**config.mk**
```make
export PLATFORM = sky130hd
export DESIGN_NAME = simple_stream_mux
export DESIGN_NICKNAME = d
export VERILOG_FILES = /design/src/rtl/mux_pkg.sv /design/src/rtl/rr_arbiter.sv /design/src/rtl/simple_stream_mux.sv
export SDC_FILE = /design/constraint.sdc
export NUM_CORES = 1
export LEC_CHECK = 0
export BUFFER_PORTS_ARGS = -buffer_cell sky130_fd_sc_hd__buf_2
export CAP_MARGIN = 25
export CORE_UTILIZATION = 37
export CTS_BUF_LIST = sky130_fd_sc_hd__clkbuf_4
export DETAILED_ROUTE_END_ITERATION = 10
export GPL_ROUTABILITY_DRIVEN = 0
export PLACE_DENSITY = 0.78
export SYNTH_ARGS = -nofsm -noshare
export SYNTH_HDL_FRONTEND = slang
export SYNTH_SLANG_ARGS = --single-unit
```
**constraint.sdc**
```tcl
create_clock -name clk -period 1.45 [get_ports clk]
set_input_delay 0.29 -clock clk [delete_from_list [all_inputs] [get_ports clk]]
set_output_delay 0.29 -clock clk [all_outputs]
set_load 0.01 [all_outputs]
```
**src/rtl/mux_pkg.sv**
```systemverilog
// Shared types and helpers for the stream multiplexer and its arbiter.
package mux_pkg;

  typedef enum logic {
    MUX_FIXED = 1'b0,
    MUX_RR    = 1'b1
  } mux_mode_t;

  // A single channel still needs a one-bit index so port widths never collapse to zero.
  function automatic int calc_cw(input int num_ch);
    return (num_ch <= 1) ? 1 : $clog2(num_ch);
  endfunction

endpackage

```
**src/rtl/rr_arbiter.sv**
```systemverilog
// Combinational round-robin arbiter: grants the first requester found at or after ptr.
module rr_arbiter import mux_pkg::*; #(
  parameter  int NUM_CH = 4,
  localparam int CW     = calc_cw(NUM_CH)
) (
  input  logic [NUM_CH-1:0] req,
  input  logic [CW-1:0]     ptr,
  output logic [NUM_CH-1:0] grant,
  output logic [CW-1:0]     idx
);

  // Walk the channels cyclically from ptr; the first request seen wins.
  always_comb begin
    int   ch;
    logic found;
    grant = '0;
    idx   = '0;
    found = 1'b0;
    ch    = 0;
    for (int k = 0; k < NUM_CH; k++) begin
      ch = (int'(ptr) + k) % NUM_CH;
      if (!found && req[ch]) begin
        found     = 1'b1;
        grant[ch] = 1'b1;
        idx       = CW'(ch);
      end
    end
  end

endmodule

```
**src/rtl/simple_stream_mux.sv**
```systemverilog
// N-to-1 valid/ready stream multiplexer with a single registered output slot,
// selecting by an external sel or by round-robin arbitration.
module simple_stream_mux import mux_pkg::*; #(
  parameter  int        WIDTH  = 8,
  parameter  int        NUM_CH = 4,
  parameter  mux_mode_t MODE   = MUX_FIXED,
  localparam int        CW     = calc_cw(NUM_CH)
) (
  input  logic              clk,
  input  logic              rst,
  input  logic [CW-1:0]     sel,
  input  logic [NUM_CH-1:0] in_valid,
  input  logic [WIDTH-1:0]  in_data [NUM_CH],
  output logic [NUM_CH-1:0] in_ready,
  output logic              out_valid,
  output logic [WIDTH-1:0]  out_data,
  output logic [CW-1:0]     out_ch,
  input  logic              out_ready
);

  logic [CW-1:0]     ptr;
  logic [NUM_CH-1:0] rr_grant;
  logic [CW-1:0]     rr_idx;
  logic [NUM_CH-1:0] grant;
  logic [CW-1:0]     grant_idx;
  logic              can_load;
  logic              accept;

  rr_arbiter #(
    .NUM_CH (NUM_CH)
  ) u_rr_arbiter (
    .req   (in_valid),
    .ptr   (ptr),
    .grant (rr_grant),
    .idx   (rr_idx)
  );

  // Fixed mode compares sel against every channel so an out-of-range sel grants nothing.
  always_comb begin
    grant     = '0;
    grant_idx = '0;
    if (MODE == MUX_RR) begin
      grant     = rr_grant;
      grant_idx = rr_idx;
    end else begin
      for (int i = 0; i < NUM_CH; i++) begin
        if (int'(sel) == i) begin
          grant[i]  = in_valid[i];
          grant_idx = CW'(i);
        end
      end
    end
  end

  assign can_load = !out_valid || out_ready;
  assign accept   = !rst && can_load && (|grant);
  assign in_ready = (rst || !can_load) ? '0 : grant;

  // A new word overwrites the slot even while the old one leaves, giving one word per cycle.
  always_ff @(posedge clk or posedge rst) begin
    if (rst) begin
      out_valid <= 1'b0;
      out_data  <= '0;
      out_ch    <= '0;
    end else if (accept) begin
      out_valid <= 1'b1;
      out_data  <= in_data[grant_idx];
      out_ch    <= grant_idx;
    end else if (out_ready) begin
      out_valid <= 1'b0;
    end
  end

  // The pointer only moves on an accept, landing just past the channel that was served.
  always_ff @(posedge clk or posedge rst) begin
    if (rst) begin
      ptr <= '0;
    end else if (MODE == MUX_RR && accept) begin
      ptr <= (int'(grant_idx) == NUM_CH - 1) ? '0 : grant_idx + 1'b1;
    end
  end

endmodule

```
* Word-level counts from Yosys, hierarchy flattened
Index checks and enable logic that the tools add are counted.
** Storage, ports and cells
- Flip-flop bits (word level) :: 11
- Bits of input ports :: 41
- Output and inout bits :: 15
- Logic and storage cells :: 31
** Operators by class
- Magnitude comparators :: 1
- Equality and inequality tests :: 3
- Muxes and demuxes :: 13
- Bitwise gates (word level) :: 1
- Reductions and logical operators :: 10
** Operators by type and width (count)
- $bmux W8 S2 :: 1
- $mux W8 :: 2
- $mux W1 :: 7
- $eq A2 B2 Y1 const B :: 2
- $mux W2 :: 2
- $mux W4 :: 1
- $reduce_or A4 Y1 :: 1
- $ge A3 B3 Y1 const B :: 1
- $logic_not A1 Y1 :: 3
- $not A2 Y3 :: 1
- $eq A2 B1 Y1 const B :: 1
- $logic_and A1 B1 Y1 :: 2
- $logic_not A2 Y1 :: 1
- $logic_or A1 B1 Y1 :: 2
- $reduce_bool A2 Y1 :: 1

* Longest topological paths before layout
- Depth in word-level cells :: 8
- Mapped depth :: 5
- Depth with buffers taken out :: 4

* Least setup slack after synthesis
Ideal clock, no wire load.
- Path type :: register to register
- Start :: register out_valid
- End :: register out_ch[0]
- Setup time :: 0.125 ns
- Arrival time :: 1.491 ns
- Slack :: -0.166 ns
- Stages on the path, launching flop included :: 6
- Path buffers :: 1
- Clock period less this slack :: 1.616 ns
- Cell sequence :: dfrtp_1 > and2b_1 > nor4b_1 > or2_1 > buf_6 > mux2_4
** On the way
- Longest elaborated chain between the ends :: 4
** RTL lines
- start: declaration :: line simple_stream_mux.sv:15 : output logic out_valid,
- start signal: assignment :: line simple_stream_mux.sv:62 : out_valid <= 1'b0;
- start signal: assignment :: line simple_stream_mux.sv:66 : out_valid <= 1'b1;
- start signal: assignment :: line simple_stream_mux.sv:70 : out_valid <= 1'b0;
- $logic_not A1 Y1 :: line simple_stream_mux.sv:55 : assign can_load = !out_valid || out_ready;
- $logic_or A1 B1 Y1 :: line simple_stream_mux.sv:55
- $logic_and A1 B1 Y1 (2 in series) :: line simple_stream_mux.sv:56 : assign accept = !rst && can_load && (|grant);
- end signal: assignment :: line simple_stream_mux.sv:68 : out_ch <= grant_idx;
- end: declaration :: line simple_stream_mux.sv:17 : output logic [CW-1:0] out_ch,
No other way between the ends.
A chain may end at the register's enable or synchronous reset.

* Worst setup path in the final report
- Start :: register out_valid
- End :: output in_ready[2]
** On the way
- Longest elaborated chain between the ends :: 5
** RTL lines
- $logic_not A1 Y1 :: line simple_stream_mux.sv:55
- $logic_or A1 B1 Y1 :: line simple_stream_mux.sv:55
- $logic_not A1 Y1 :: line simple_stream_mux.sv:57 : assign in_ready = (rst || !can_load) ? '0 : grant;
- $logic_or A1 B1 Y1 :: line simple_stream_mux.sv:57
- $mux W4 :: line simple_stream_mux.sv:57
- end: declaration :: line simple_stream_mux.sv:14 : output logic [NUM_CH-1:0] in_ready,
No other way between the ends.

==> run_results.csv <==
group,metric,value,unit
global_routing,grt_start_max_net_pins,12,
critical_path,timing.critical_path.from,"out_valid",
yosys,yosysWarnings,0,
yosys,syn_nets,91,
global_routing,grtUsageTotal,21.3,%
route,wl,2080,microns
yosys,synth-seq-cells,11,
pwr,leakage,0.000637,uW
placement,place_ws,-272,ps
route,drtAntennaViolNets,0,
cts,cts_made_buffers,3,
placement,io_buffers,55,
status,outcome,"complete, but fails checks",
floorplan,die_h,47.1,microns
critical_path,crit_type,"reg -> out",
critical_path,arrival,1460,ps
yosys,ys_seq_area_share,36.5,%
critical_path,worst-path-max-fanout,4,
route,drt_iter0_drc,7,
floorplan,io-pin-count,56,
cts,cts_max_level,1,
route,wire_per_inst,14.4,microns
yosys,synth_ff_type,"dfrtp_1",
timing,hold_viol,0,
global_routing,grt-ovfl-total,0,
cts,insertion_delay,270,ps
yosys,synth_edf_count,0,
cells_and_area,layout-drive-gt1-share,81.5,%
yosys,synth_top_area_cell,"dfrtp_1",
critical_path,end_kind,"primary output",
floorplan,start_util,41.4,%
route,drc_errors,0,
yosys,synth.most_common_cell,"dfrtp_1",
floorplan,design.die.area,2220,sq um
yosys,netlist_instances,50,
floorplan,core_area,1820,sq um
timing,tightest_slew,431,ps
timing,max_slew_margin,71.3,%
cts,holdBufCountCts,0,
timing,maxSlewViolCount,0,
cells_and_area,n_antenna_cell,0,
yosys,synth_top_area_share,36.5,%
global_routing,antenna_found_initial,0,
yosys,synthTopCellsByCount,"dfrtp_1 (11), mux2_4 (9), mux4_2 (7)",
floorplan,row_count,15,
min_path,hold_path_class,"in -> async",
route,dr.pass1.iters,2,
floorplan,die_width,47.1,microns
yosys,synth_area,753,sq um
placement,hpwl,1680,microns
critical_path,cp.required,1160,ps
critical_path,critPathLaunchType,"flop",
cts,cts_root_buf,"clkbuf_4",
cts,clkSlewWorstSetupHoldPaths,80,ps
yosys,ys_types,20,
yosys,synthTopCellsByArea,"dfrtp_1 (37%), mux4_2 (21%), mux2_4 (18%)",
global_routing,grt_pass1_vias,709,
global_routing,grt_first_pass_wirelength,3190,microns
cells_and_area,fin_nets,161,
timing,fin_skew,6.25,ps
timing,layout_setup_ws,-301,ps
cells_and_area,final_util,67.8,%
pwr,peakVddDrop,0.576,mV
timing,fin_crit_sh,121,%
yosys,syn_avg_cell_area,15.1,sq um
route,viasPerCell,4.79,
pwr,p_per_area,949,nW/um^2
timing,rsz0062_at_grt,"true",
critical_path,reg2regPathDepth,6,
cts,cts_buffer_depth,2,
cts,cts_tree,"done",
yosys,ys_async_sr_fraction,100,%
timing,fmax,0.571,GHz
run,maxCapViolations,0,
placement,place_inst,137,
cells_and_area,instances_no_fill,144,
critical_path,timing.rr.start,"out_valid",
route,num_vias,690,
cells_and_area,area_delta_synth_final,63.8,%
status,violations,"negative setup slack",
timing,fin_crit,1750,ps
cts,cts.sinks,11,
timing,setup_viol,13,
## logic make-up after synthesis
kind of cell	synth area share (%)
buffers and inverters	4.15
AND/OR/NAND/NOR	11.1
AO/OA/AOI/OAI	4.49
flip-flops	36.5
multiplexers	43.7
## where the power goes
group	internal (uW)	switching, uW
registers	392	50.3
clock network	125	111
logic	304	188
total	822	349
## final cells by class
cell class | instances | area (sq um)
clock buffer | 4 | 30.0
timing repair buffer | 68 | 409
multi-input combinational | 34 | 480
inverter | 2 | 7.51
tap | 25 | 31.3
sequential | 11 | 275
fill | 150 | 587
## worst paths after layout
check	to	slack, ps
min	out_data[3]	210
max in group asynchronous	out_data[1]	940
min in group clk	out_data[2]	470
max reg2reg	out_ch[0]	-300
max	in_ready[2]	-300
min reg2reg	out_data[2]	520
## worst max-delay path, cell delays in order, from the launching register on
cell	delay, ps
dfrtp_1	400
and2b_2	230
buf_6	120
nor2_4	70
nand2_2	70
nor3b_2	170
buf_2	140
## registers in the layout, summed over array words and instances (netlist names)
signal and count:
out_ch 2, out_data 8, out_valid 1
## what timing repair did
item                                    CTS  global route
buffers inserted                          2             0
gates resized for setup                   6             3
pin swaps                                 5             3
gates cloned                              1             0
endpoints found under the setup margin   13            14
## per-layer routing
layer	track usage, %	wire, microns
met4	5.14	0
met1	24.8	756
met3	3.46	65
met2	40.3	1260
met5	0	0
## through the flow
stage	power (uW)	instance area [sq um]	hold slack (ps)	TNS, ps
global route	1250	1230	240	-4590
CTS	1170	1220	184	-3620
floorplan	702	759	142	-1120
detailed placement	907	1130	479	-2510
global placement	889	1130	459	-1980
finish	1170	1230	206	-3660
## layout by cell type, fill, tap and decap left out
| cell type | netlist | final |
|---|---|---|
| a2111oi_4 | 1 | 1 |
| and2b_2 | 0 | 1 |
| buf_12 | 0 | 1 |
| buf_16 | 0 | 1 |
| buf_2 | 1 | 55 |
| buf_4 | 1 | 10 |
| buf_6 | 1 | 1 |
| clkbuf_4 | 0 | 4 |
| dfrtp_1 | 11 | 11 |
| inv_1 | 2 | 2 |
| mux2_4 | 9 | 9 |
| mux2i_1 | 1 | 1 |
| mux4_1 | 1 | 1 |
| mux4_2 | 7 | 7 |
| nand2_1 | 3 | 2 |
| nand2_2 | 0 | 1 |
| nand2b_4 | 1 | 1 |
| nor2_1 | 4 | 3 |
| nor2_4 | 0 | 1 |
| nor3b_2 | 0 | 1 |
| nor4b_4 | 0 | 1 |
| o22ai_1 | 1 | 1 |
| or2_4 | 0 | 1 |
| or3_1 | 1 | 1 |
| or3_2 | 1 | 1 |
Power figures use the tool's default switching activity.
